<file path="src/rtl/uart_tx_fifo.sv">
// uart_tx_fifo: byte FIFO feeding an 8N1 UART transmitter (LSB first, idle high).
// Ports:
//   clock      - sole clock, rising edge
//   reset_n    - synchronous active-low reset
//   uart_in    - [8] one-cycle write strobe, [7:0] byte to queue
//   tx         - registered serial line
//   busy       - frame in flight or bytes queued
//   fifo_count - bytes currently queued
//   overflow   - sticky: a strobed byte was dropped because the FIFO was full
//   tx_done    - one-cycle pulse after a frame's stop bit completes
module uart_tx_fifo #(
  parameter int unsigned CLKS_PER_BIT = 434,
  parameter int unsigned FIFO_DEPTH   = 16
) (
  input  logic                          clock,
  input  logic                          reset_n,
  input  logic [8:0]                    uart_in,
  output logic                          tx,
  output logic                          busy,
  output logic [$clog2(FIFO_DEPTH):0]   fifo_count,
  output logic                          overflow,
  output logic                          tx_done
);

  localparam int unsigned AW = $clog2(FIFO_DEPTH);
  localparam int unsigned CW = AW + 1;
  localparam int unsigned BW = (CLKS_PER_BIT > 1) ? $clog2(CLKS_PER_BIT) : 1;

  typedef enum logic [1:0] {IDLE, START, DATA, STOP} state_t;

  state_t          state, state_n;
  logic [BW-1:0]   baud, baud_n;
  logic [2:0]      bit_cnt, bit_cnt_n;
  logic [7:0]      shift, shift_n;
  logic            tx_n, done_n;

  logic [7:0]      mem [FIFO_DEPTH];
  logic [AW-1:0]   wr_ptr, rd_ptr;
  logic [CW-1:0]   count_n;
  logic            push, drop, pop;
  logic            baud_wrap;

  // FIFO admission: a full FIFO drops the byte even if a pop frees a slot this cycle
  always_comb begin
    push = uart_in[8] && (fifo_count < CW'(FIFO_DEPTH));
    drop = uart_in[8] && (fifo_count == CW'(FIFO_DEPTH));
  end

  // Occupancy update from push/pop
  always_comb begin
    count_n = fifo_count;
    case ({push, pop})
      2'b10:   count_n = fifo_count + CW'(1);
      2'b01:   count_n = fifo_count - CW'(1);
      default: count_n = fifo_count;
    endcase
  end

  assign baud_wrap = (baud == BW'(CLKS_PER_BIT - 1));

  // Transmitter next-state; tx is computed one cycle ahead so it can be registered
  always_comb begin
    state_n   = state;
    baud_n    = baud_wrap ? '0 : baud + BW'(1);
    bit_cnt_n = bit_cnt;
    shift_n   = shift;
    tx_n      = tx;
    done_n    = 1'b0;
    pop       = 1'b0;
    case (state)
      IDLE: begin
        tx_n   = 1'b1;
        baud_n = '0;
        if (fifo_count != '0) begin
          pop       = 1'b1;
          shift_n   = mem[rd_ptr];
          bit_cnt_n = '0;
          state_n   = START;
          tx_n      = 1'b0;
        end
      end
      START: begin
        if (baud_wrap) begin
          state_n = DATA;
          baud_n  = '0;
          tx_n    = shift[0];
        end
      end
      DATA: begin
        if (baud_wrap) begin
          shift_n = shift >> 1;
          if (bit_cnt == 3'd7) begin
            state_n = STOP;
            baud_n  = '0;
            tx_n    = 1'b1;
          end else begin
            bit_cnt_n = bit_cnt + 3'd1;
            tx_n      = shift[1];
          end
        end
      end
      STOP: begin
        if (baud_wrap) begin
          state_n = IDLE;
          baud_n  = '0;
          done_n  = 1'b1;
          tx_n    = 1'b1;
        end
      end
      default: begin
        state_n = IDLE;
        tx_n    = 1'b1;
      end
    endcase
  end

  // FIFO storage; contents need no reset because the pointers do
  always_ff @(posedge clock) begin
    if (push) mem[wr_ptr] <= uart_in[7:0];
  end

  // State, FIFO control and registered outputs
  always_ff @(posedge clock) begin
    if (!reset_n) begin
      state      <= IDLE;
      baud       <= '0;
      bit_cnt    <= '0;
      shift      <= '0;
      tx         <= 1'b1;
      tx_done    <= 1'b0;
      wr_ptr     <= '0;
      rd_ptr     <= '0;
      fifo_count <= '0;
      overflow   <= 1'b0;
      busy       <= 1'b0;
    end else begin
      state      <= state_n;
      baud       <= baud_n;
      bit_cnt    <= bit_cnt_n;
      shift      <= shift_n;
      tx         <= tx_n;
      tx_done    <= done_n;
      fifo_count <= count_n;
      busy       <= (state_n != IDLE) || (count_n != '0);
      if (push) wr_ptr <= wr_ptr + AW'(1);
      if (pop)  rd_ptr <= rd_ptr + AW'(1);
      if (drop) overflow <= 1'b1;
    end
  end

endmodule
</file>
<file path="config.mk">
export PLATFORM = sky130hd
export DESIGN_NAME = uart_tx_fifo
export DESIGN_NICKNAME = d
export VERILOG_FILES = /design/src/rtl/uart_tx_fifo.sv
export SDC_FILE = /design/constraint.sdc
export NUM_CORES = 1
export LEC_CHECK = 0
export CAP_MARGIN = 20
export CORE_MARGIN = 2
export CORE_UTILIZATION = 33
export DETAILED_ROUTE_END_ITERATION = 10
export HOLD_SLACK_MARGIN = 0.08
export SYNTH_ARGS = -nofsm -noshare
export SYNTH_HDL_FRONTEND = slang
export SYNTH_SLANG_ARGS = --single-unit
</file>
<file path="constraint.sdc">
create_clock -name clock -period 3.9 [get_ports clock]
set_clock_uncertainty 0.05 [all_clocks]
set_input_delay 0.78 -clock clock [delete_from_list [all_inputs] [get_ports clock]]
set_output_delay 0.78 -clock clock [all_outputs]
set_load 0.02 [all_outputs]
</file>
==> out/results.ini, run 1 <==
[global_routing]
grt_pass1_wl_um = 21900
antenna_found_initial = 0
grt.total_usage = 0.132
grt_pass1_vias = 3900
grt_max_degree = 31
grt_overflow = 0

[status]
outcome = complete, no violations

[clock_network]
clock-sinks = 171
numCtsBuffers = 17
cts_setup_buffers = 0
clk_latency_ns = 0.42
cts_tree = yes
cts-hold-fix-buffers = 0
cts_root_buffer = clkbuf_16
cts.reportedPaths.clkPinSlew_ns = 0.06
h-tree-depth = 4
cts_resized = 0
clk_path_buf_depth = 2

[critical_path]
crit_start = uart_in[8]
regToRegEndpoint = busy$_SDFF_PN0_
crit_required_ns = 4.14
cp.arrival_ns = 3.53
cp-start-kind = input pin
rrSetupSlack_ns = 0.63
cp-end-kind = flip-flop
r2r-start = fifo_count[1]$_SDFF_PN0_
path_max_fanout = 8
criticalPathCategory = input pin to flip-flop
reg2regPathDepth = 9

[sta]
slew_headroom = 0.432
period_share = 0.842
slew_violations = 0
fin_crit_ns = 3.28
setup_tns_ns = 0
max_freq_mhz = 305
worstMarginPinSlew_ns = 0.849
finalSetupViolCount = 0
hold_viol = 0
rsz0062_at_grt = no

[die]
start_util = 0.335
io_pins = 20
die_w_um = 150
design.die.area_um2 = 22400
num_rows = 53
die_h_um = 150
coreArea_um2 = 21000

[detailed_routing]
totalWireLength_um = 13600
via_per_inst = 5.00
antenna_left = 0
vias = 3802
drt-wirelength-per-cell_um = 17.8
drtPass1Iterations = 5
drc = 0
first_iter_violations = 322

[power_and_ir_drop]
leakage_nw = 2.61
ir_drop_mv = 0.398
p_per_area_nw_per_um2 = 618
power.total_mw = 4.99

[synth]
synth-seq-cells = 171
synthFlopType = edfxtp_1
syn_area_um2 = 7010
synth_nets = 470
ys_warn_count = 0
synth_top_cell_by_area = edfxtp_1
synth_top_area_share = 0.548
synth_edf_count = 128
ys_async_sr_fraction = 0
yosys-top-cells-area = edfxtp_1, mux4_2, dfxtp_1
synth_cell_types = 49
syn_inst = 448
ys_seq_area_frac = 0.671
syn_avg_cell_area_um2 = 15.7

[finish]
area.growth.synth_to_final_pct = 15.1
final_nets = 496
drive_gt1_frac = 0.196
final_cell_mix = edfxtp_1, nor2_1, dfxtp_1
diodes = 0
final_common_cell = edfxtp_1

[worst_hold_path]
hold_start = bit_cnt[2]$_SDFFE_PN0P_
worstHoldEndpoint = bit_cnt[2]$_SDFFE_PN0P_
hold_class = flip-flop to flip-flop
whs_path_depth = 2

[placed_design]
place_hpwl_um = 9070
gp_congestion = 0.804
port_buffers = 19

[job]
maxCapViolCount = 0

kinds of logic (layout without fill, tap and decap cells):
kind of cell               after synthesis  after routing  share of synthesized area
DFF                                    171            171                      0.671
and+or+nand+nor                        131            131                     0.0860
muxes                                   45             45                      0.136
AOI/OAI and AO/OA                       41             41                     0.0444
buffers and inverters                   35             72                     0.0253
xor gates and xnor gates                14             14                     0.0175
adders and majority gates               11             11                     0.0196
critical path: stages:
cell	delay (ns)
clkdlybuf4s50_1	0.42
nor2b_4	0.15
inv_4	0.11
nand2_1	0.09
nand2_1	0.10
o21ai_0	0.09
ha_1	0.21
a21o_1	0.18
a22oi_1	0.25
nor3_1	0.12
or4_4	0.55
or4b_1	0.46
sequential cells by signal, indices dropped and copies added, names as in the netlist, named ones only:
| register | flops |
|---|---|
| mem | 128 |
| shift | 8 |
| tx_done | 1 |
| tx | 1 |
| baud | 9 |
| overflow | 1 |
| fifo_count | 5 |
| busy | 1 |
| state | 2 |
| bit_cnt | 3 |
| rd_ptr | 4 |
| wr_ptr | 4 |
how the worst max path moves through the flow:
stage	to	slack (ns)	cells past startpoint
floorplan	busy$_SDFF_PN0_	0.78	11
global placement	busy$_SDFF_PN0_	0.35	11
detailed placement	busy$_SDFF_PN0_	0.21	12
CTS	busy$_SDFF_PN0_	0.66	12
global route	busy$_SDFF_PN0_	0.50	9
finish	busy$_SDFF_PN0_	0.62	12
metal layers:
layer  track usage  vias to the layer above  part of all wire
met1         0.175                     1941              0.46
li1              -                     1774                 -
met4        0.0429                        0             0.013
met5             0                        -                 0
met2         0.214                       71              0.49
met3        0.0351                       16             0.038
Yosys cell counts, types with 6 or more instances:
cell type and n:
ha_1 11, o21ai_0 6, dfxtp_1 43, xor2_1 9, a311oi_1 7, nor3_1 11
inv_1 7, clkbuf_1 14, nand2_1 35, a21oi_1 9, mux4_2 40, nor2_1 54
edfxtp_1 128
cell type report:
class | instances | area, um2
Multi-Input combinational cell | 242 | 2130
Clock buffer | 18 | 429
Sequential cell | 171 | 4710
Timing Repair Buffer | 34 | 315
Clock inverter | 12 | 118
Inverter | 8 | 32.5
Tap cell | 275 | 344
Fill cell | 1945 | 12900
per-stage QoR:
stage	utilization	cell area, um2	worst slack [ns]	cells	hold slack, ns
2_1_floorplan	-	7010	0.784	448	0.380
3_3_place_gp	0.359	7530	0.349	730	0.394
3_5_place_dp	0.359	7530	0.214	730	0.405
6_report	0.385	8080	0.617	760	0.410
4_1_cts	0.385	8080	0.663	760	0.414
5_1_grt	0.385	8080	0.502	760	0.438
report_power, final:
part	switching (mW)	total (mW)	leakage [nW]	internal [mW]
logic	0.625	1.21	0.845	0.584
clock network	0.695	1.57	0.257	0.879
registers	0.127	2.21	1.51	2.08
total	1.45	4.99	2.61	3.54
(Power assumes the default switching activity.)
==> inputs of run 2 (changes only) <==
==> constraint.sdc (replaced) <==
create_clock -name clock -period 3.4 [get_ports clock]
set_clock_uncertainty 0.05 [all_clocks]
set_input_delay 0.68 -clock clock [delete_from_list [all_inputs] [get_ports clock]]
set_output_delay 0.68 -clock clock [all_outputs]
set_load 0.02 [all_outputs]
==> run 2 against run 1 <==
- clock power up 23%
- first-iteration DRC count down 15%
- combinational power rose by 21%
==> out/results.ini, run 2 (synthesis gave the netlist of run 1 again) <==
[finish]
top_regs = mem: 128 flops, baud: 9 flops, shift: 8 flops
final_nets = 513  ; +3.4%
diodes = 0  ; unchanged
drive_gt1_frac = 0.228  ; +0.0323
area.growth.synth_to_final_pct = 17.6
final_cells = 779  ; +2.5%
largest_register = mem
final_common_cell = edfxtp_1
largest_reg_flops = 128  ; unchanged
final_cell_mix = edfxtp_1, nor2_1, dfxtp_1

[clock_network]
clk_path_buf_depth = 2  ; unchanged
clock-sinks = 171  ; unchanged
h-tree-depth = 4  ; unchanged
cts-hold-fix-buffers = 0  ; unchanged
clk_latency_ns = 0.42  ; about the same
cts.reportedPaths.clkPinSlew_ns = 0.07  ; about the same
cts_setup_buffers = 0  ; unchanged
cts_root_buffer = clkbuf_16
cts_tree = yes
numCtsBuffers = 17  ; unchanged
cts_resized = 0  ; unchanged

[critical_path]
r2r-start = fifo_count[3]$_SDFF_PN0_
reg2regPathDepth = 9  ; unchanged
path_max_fanout = 9  ; +1
cp.arrival_ns = 3.46  ; -0.07 ns
cp-start-kind = flip-flop
criticalPathCategory = flip-flop to flip-flop
rrSetupSlack_ns = 0.19  ; -0.44 ns
cp-end-kind = flip-flop
crit_required_ns = 3.65  ; -0.49 ns
regToRegEndpoint = busy$_SDFF_PN0_

[sta]
hold_viol = 0  ; unchanged
worstMarginPinSlew_ns = 0.753  ; -0.0962 ns
finalSetupViolCount = 0  ; unchanged
rsz0062_at_grt = no
slew_violations = 0  ; unchanged
fin_ws_ns = 0.188  ; -0.428 ns
fin_crit_ns = 3.21
slew_headroom = 0.498  ; +0.0655
period_share = 0.945
max_freq_mhz = 311

[status]
outcome = complete, no violations

[global_routing]
grt_pass1_wl_um = 22200  ; +1.0%
grt_pass1_vias = 4054  ; +3.9%
grt_max_degree = 30  ; -3.2%
grt.total_usage = 0.132  ; -0.000658
grt_overflow = 0  ; unchanged
antenna_found_initial = 0  ; unchanged

[power_and_ir_drop]
leakage_nw = 2.72  ; +4.4%
p_per_area_nw_per_um2 = 716  ; +16%
ir_drop_mv = 0.444  ; +12%

[die]
coreArea_um2 = 21000  ; unchanged
design.die.area_um2 = 22400  ; unchanged
io_pins = 20  ; unchanged
die_w_um = 150  ; unchanged
start_util = 0.335  ; unchanged
num_rows = 53  ; unchanged
die_h_um = 150  ; unchanged

[detailed_routing]
via_per_inst = 5.05  ; +0.97%
first_iter_violations = 275  ; -15%
vias = 3935  ; +3.5%
drtPass1Iterations = 5  ; unchanged
drc = 0  ; unchanged
drt-wirelength-per-cell_um = 17.5  ; -2.0%
totalWireLength_um = 13600  ; +0.41%
antenna_left = 0  ; unchanged

[worst_hold_path]
worstHoldEndpoint = overflow$_SDFFE_PN0P_
hold_start = overflow$_SDFFE_PN0P_
whs_path_depth = 2  ; unchanged
hold_class = flip-flop to flip-flop

[placed_design]
dp_slack_ns = -0.0998  ; -0.314 ns
port_buffers = 19  ; unchanged
place_hpwl_um = 9060  ; about the same
gp_congestion = 0.827  ; +2.8%
dp.cells = 747  ; +2.3%

[job]
maxCapViolCount = 0  ; unchanged

run 2: how the worst max path moves through the flow:
stage,from,end,slack [ns],cells past startpoint
after floorplan,fifo_count[1]$_SDFF_PN0_,busy$_SDFF_PN0_,0.31,9
after global placement,uart_in[8],busy$_SDFF_PN0_,0.006,12
after detailed placement,uart_in[8],busy$_SDFF_PN0_,-0.1,12
after CTS,fifo_count[3]$_SDFF_PN0_,busy$_SDFF_PN0_,0.22,9
after global routing,fifo_count[3]$_SDFF_PN0_,busy$_SDFF_PN0_,0.03,9
final,fifo_count[3]$_SDFF_PN0_,busy$_SDFF_PN0_,0.19,9
run 2: per-stage QoR:
stage / utilization / cell area (um2) / total power [mW] / hold WS, ns / setup TNS [ns]
floorplan: - / 7010 / 3.58 / 0.380 / 0
global placement: 0.365 / 7660 / 3.98 / 0.394 / 0
detailed placement: 0.365 / 7660 / 4.03 / 0.403 / -0.0998
CTS: 0.393 / 8250 / 5.96 / 0.416 / 0
global route: 0.393 / 8250 / 6.20 / 0.436 / 0
finish: 0.393 / 8250 / 5.91 / 0.418 / 0
run 2: layer usage:
layer / GRT usage / wire length (um)
met4: 0.0363 / 195
met2: 0.217 / 6740
met5: 0 / 0
met3: 0.0384 / 730
met1: 0.170 / 5950
run 2: critical path, stage by stage, from the launching register on:
cell and delay [ns]:
dfxtp_1 0.39, or4_4 0.59, o211ai_2 0.17, o21ai_0 0.11
ha_1 0.21, a21o_1 0.19, a22oi_1 0.26, nor3_1 0.10
or4_4 0.54, or4b_1 0.47
run 2: final cells by class:
cell class / instances / area, um2
Timing Repair Buffer: 51 / 443
Multi-Input combinational cell: 242 / 2130
Tap cell: 275 / 344
Fill cell: 1939 / 12700
Clock inverter: 14 / 160
Clock buffer: 18 / 429
Sequential cell: 171 / 4710
Inverter: 8 / 32.5
run 2: report_power, final:
group	switching (mW)	total [mW]	internal, mW
clock	0.823	1.93	1.10
combinational	0.755	1.47	0.717
sequential	0.126	2.51	2.38
total	1.70	5.91	4.20
==> inputs of run 3 (changes only) <==
--- a/config.mk
+++ b/config.mk
@@ -9,6 +9,7 @@
 export CORE_MARGIN = 2
 export CORE_UTILIZATION = 33
 export DETAILED_ROUTE_END_ITERATION = 10
+export GPL_TIMING_DRIVEN = 0
 export HOLD_SLACK_MARGIN = 0.08
 export SYNTH_ARGS = -nofsm -noshare
 export SYNTH_HDL_FRONTEND = slang
==> run 3 against run 2 <==
- worst setup slack worse by 0.028 ns
- register-to-register slack is essentially flat
- critical path depth increased by 3
- clock power about the same
- wire length increased by 3.6%
- final cell count is 0.77% lower
- maximum frequency down 0.86%
- combinational power about the same
- count of clock-buffer cells in the layout grew 1
- non-clock buffer count shrank 5
- first-iteration DRC count increased by 21%
- global-route usage increased by 0.34 points
- critical path type is now input pin to flip-flop
- largest cell class unchanged
- largest power group unchanged
==> out/results.ini, run 3 (synthesis gave the netlist of run 1 again) <==
[global_routing]
grt_overflow = 0  ; unchanged
grt_max_degree = 17  ; -43%
grt_pass1_wl_um = 22300  ; +0.44%
antenna_found_initial = 0  ; unchanged
grt.total_usage = 0.135  ; +0.00340
grt_pass1_vias = 3911  ; -3.5%

[finish]
largest_register = mem
stdcell_area_um2 = 8160  ; -0.99%
seq_area_um2 = 4700  ; about the same
top_regs = mem: 128 flops, baud: 9 flops, shift: 8 flops
area.growth.synth_to_final_pct = 16.4
final_cells = 773  ; -0.77%
diodes = 0  ; unchanged
drive_gt1_frac = 0.193  ; -0.0354
multi_input_area_um2 = 2160  ; +1.5%
final_common_cell = edfxtp_1
largest_reg_flops = 128  ; unchanged
final_nets = 508  ; -0.97%
final_cell_mix = edfxtp_1, nor2_1, dfxtp_1
n_fill_cell = 1986  ; +2.4%
post-route-util = 0.390  ; -0.00388

[critical_path]
path_max_fanout = 10  ; +1
cp_slowest_cell = or4_4
cp-end-kind = flip-flop
crit_required_ns = 3.65  ; about the same
cpPeakStageDelay_ns = 0.51  ; -0.08 ns
cp-start-kind = input pin
criticalPathCategory = input pin to flip-flop
cp.arrival_ns = 3.49  ; +0.03 ns
worstPathCellList = clkdlybuf4s50_1 -> nor2b_4 -> buf_6 -> inv_4 -> o211ai_2 -> o21ai_0 -> ha_1 -> a21o_1 -> a22oi_2 -> o2111a_1 -> or4_4 -> or4b_1

[detailed_routing]
met1_length_um = 6210  ; +4.4%
first_iter_violations = 332  ; +21%
drt-wirelength-per-cell_um = 18.2  ; +4.4%
vias = 3838  ; -2.5%
drc = 0  ; unchanged
wl_met2_um = 6930  ; +2.9%
antenna_left = 0  ; unchanged
totalWireLength_um = 14100  ; +3.6%
drtPass1Iterations = 4  ; -1
routed.top_layer = met4
wl_met3_um = 756  ; +3.6%
via_per_inst = 4.97  ; -1.7%

[die]
die_w_um = 150  ; unchanged
start_util = 0.335  ; unchanged
coreArea_um2 = 21000  ; unchanged
io_pins = 20  ; unchanged
num_rows = 53  ; unchanged
die_h_um = 150  ; unchanged
design.die.area_um2 = 22400  ; unchanged

[power_and_ir_drop]
ir_drop_mv = 0.381  ; -14%
p_per_area_nw_per_um2 = 720  ; +0.51%
power.total_mw = 5.88  ; -0.48%
leakage_nw = 2.64  ; -2.9%

[sta]
hold_viol = 0  ; unchanged
rsz0062_at_grt = no
worstMarginPinSlew_ns = 1.01  ; +0.259 ns
max_freq_mhz = 309  ; -0.86%
slew_headroom = 0.322  ; -0.176
fin_crit_ns = 3.24  ; +0.0278 ns
slew_violations = 0  ; unchanged
period_share = 0.953  ; +0.00817
finalSetupViolCount = 0  ; unchanged
fin_ws_ns = 0.160  ; -0.0278 ns

[job]
maxCapViolCount = 0  ; unchanged

[clock_network]
cts.reportedPaths.clkPinSlew_ns = 0.06  ; about the same
cts_root_buffer = clkbuf_16
clock-sinks = 171  ; unchanged
numCtsBuffers = 17  ; unchanged
h-tree-depth = 4  ; unchanged
cts_tree = yes
cts-hold-fix-buffers = 0  ; unchanged
clk_latency_ns = 0.43  ; about the same
clk_path_buf_depth = 2  ; unchanged

[status]
outcome = complete, no violations

[placed_design]
dp.cells = 742  ; -0.67%
place_hpwl_um = 9390  ; +3.6%
gp_congestion = 0.813  ; -1.7%
placement.cell_area_um2 = 7570  ; -1.2%
port_buffers = 19  ; unchanged
dp_slack_ns = -0.326  ; -0.227 ns

[worst_hold_path]
hold_class = flip-flop to flip-flop

[run 3: cell types whose count changed in the layout (fill, tap and decap cells not counted), sizes merged]
| cell | previous run | this run |
|---|---|---|
| clkbuf | 18 | 32 |
| inv | 15 | 12 |
| clkinv | 3 | 4 |
| buf | 32 | 14 |
[run 3: final cells by class]
cell class / count / share of cell area
Sequential cell: 171 / 0.576
Multi-Input combinational cell: 242 / 0.265
Clock buffer: 19 / 0.0530
Tap cell: 275 / 0.0421
Timing Repair Buffer: 20 / 0.0251
Clock inverter: 12 / 0.0173
Buffer: 26 / 0.0173
Inverter: 8 / 0.00398
[run 3: timing repair]
item / in CTS / in global routing
hold endpoints to repair: 0 / 0
endpoints found under the setup margin: 1 / 1
gates resized for setup: 1 / 1
setup buffers: 0 / 0
[run 3: where the power goes]
part           switching (mW)  internal, mW
logic                   0.810         0.691
registers              0.0951          2.38
clock network           0.808          1.09
total                    1.71          4.17
[run 3: through the flow]
stage          setup TNS [ns]  hold WS (ns)
4_1_cts                     0         0.418
6_report                    0         0.413
5_1_grt                     0         0.434
2_1_floorplan               0         0.380
3_5_place_dp           -0.326         0.408
3_3_place_gp           -0.253         0.392
[run 3: path summary, 6_finish.rpt]
check / from / end / slack (ns) / depth (start not counted)
setup / recovery: uart_in[8] / busy$_SDFF_PN0_ / 0.16 / 12
hold / removal: bit_cnt[1]$_SDFFE_PN0P_ / bit_cnt[1]$_SDFFE_PN0P_ / 0.41 / 2
setup reg to reg: fifo_count[3]$_SDFF_PN0_ / busy$_SDFF_PN0_ / 0.19 / 9
hold reg to reg: bit_cnt[1]$_SDFFE_PN0P_ / bit_cnt[1]$_SDFFE_PN0P_ / 0.41 / 2
[run 3: layer usage]
| layer | GRT usage | vias up |
|---|---|---|
| met5 | 0 | - |
| met4 | 0.0448 | 0 |
| met3 | 0.0338 | 16 |
| met2 | 0.220 | 91 |
| met1 | 0.177 | 1937 |
| li1 | - | 1794 |
[run 3: critical path, delay by kind of cell]
family | cells | cell delay (ns)
AOI/OAI and AO/OA | 5 | 0.82
adders and majority gates | 1 | 0.21
and+or+nand+nor | 3 | 1.11
buffers and inverters | 3 | 0.66
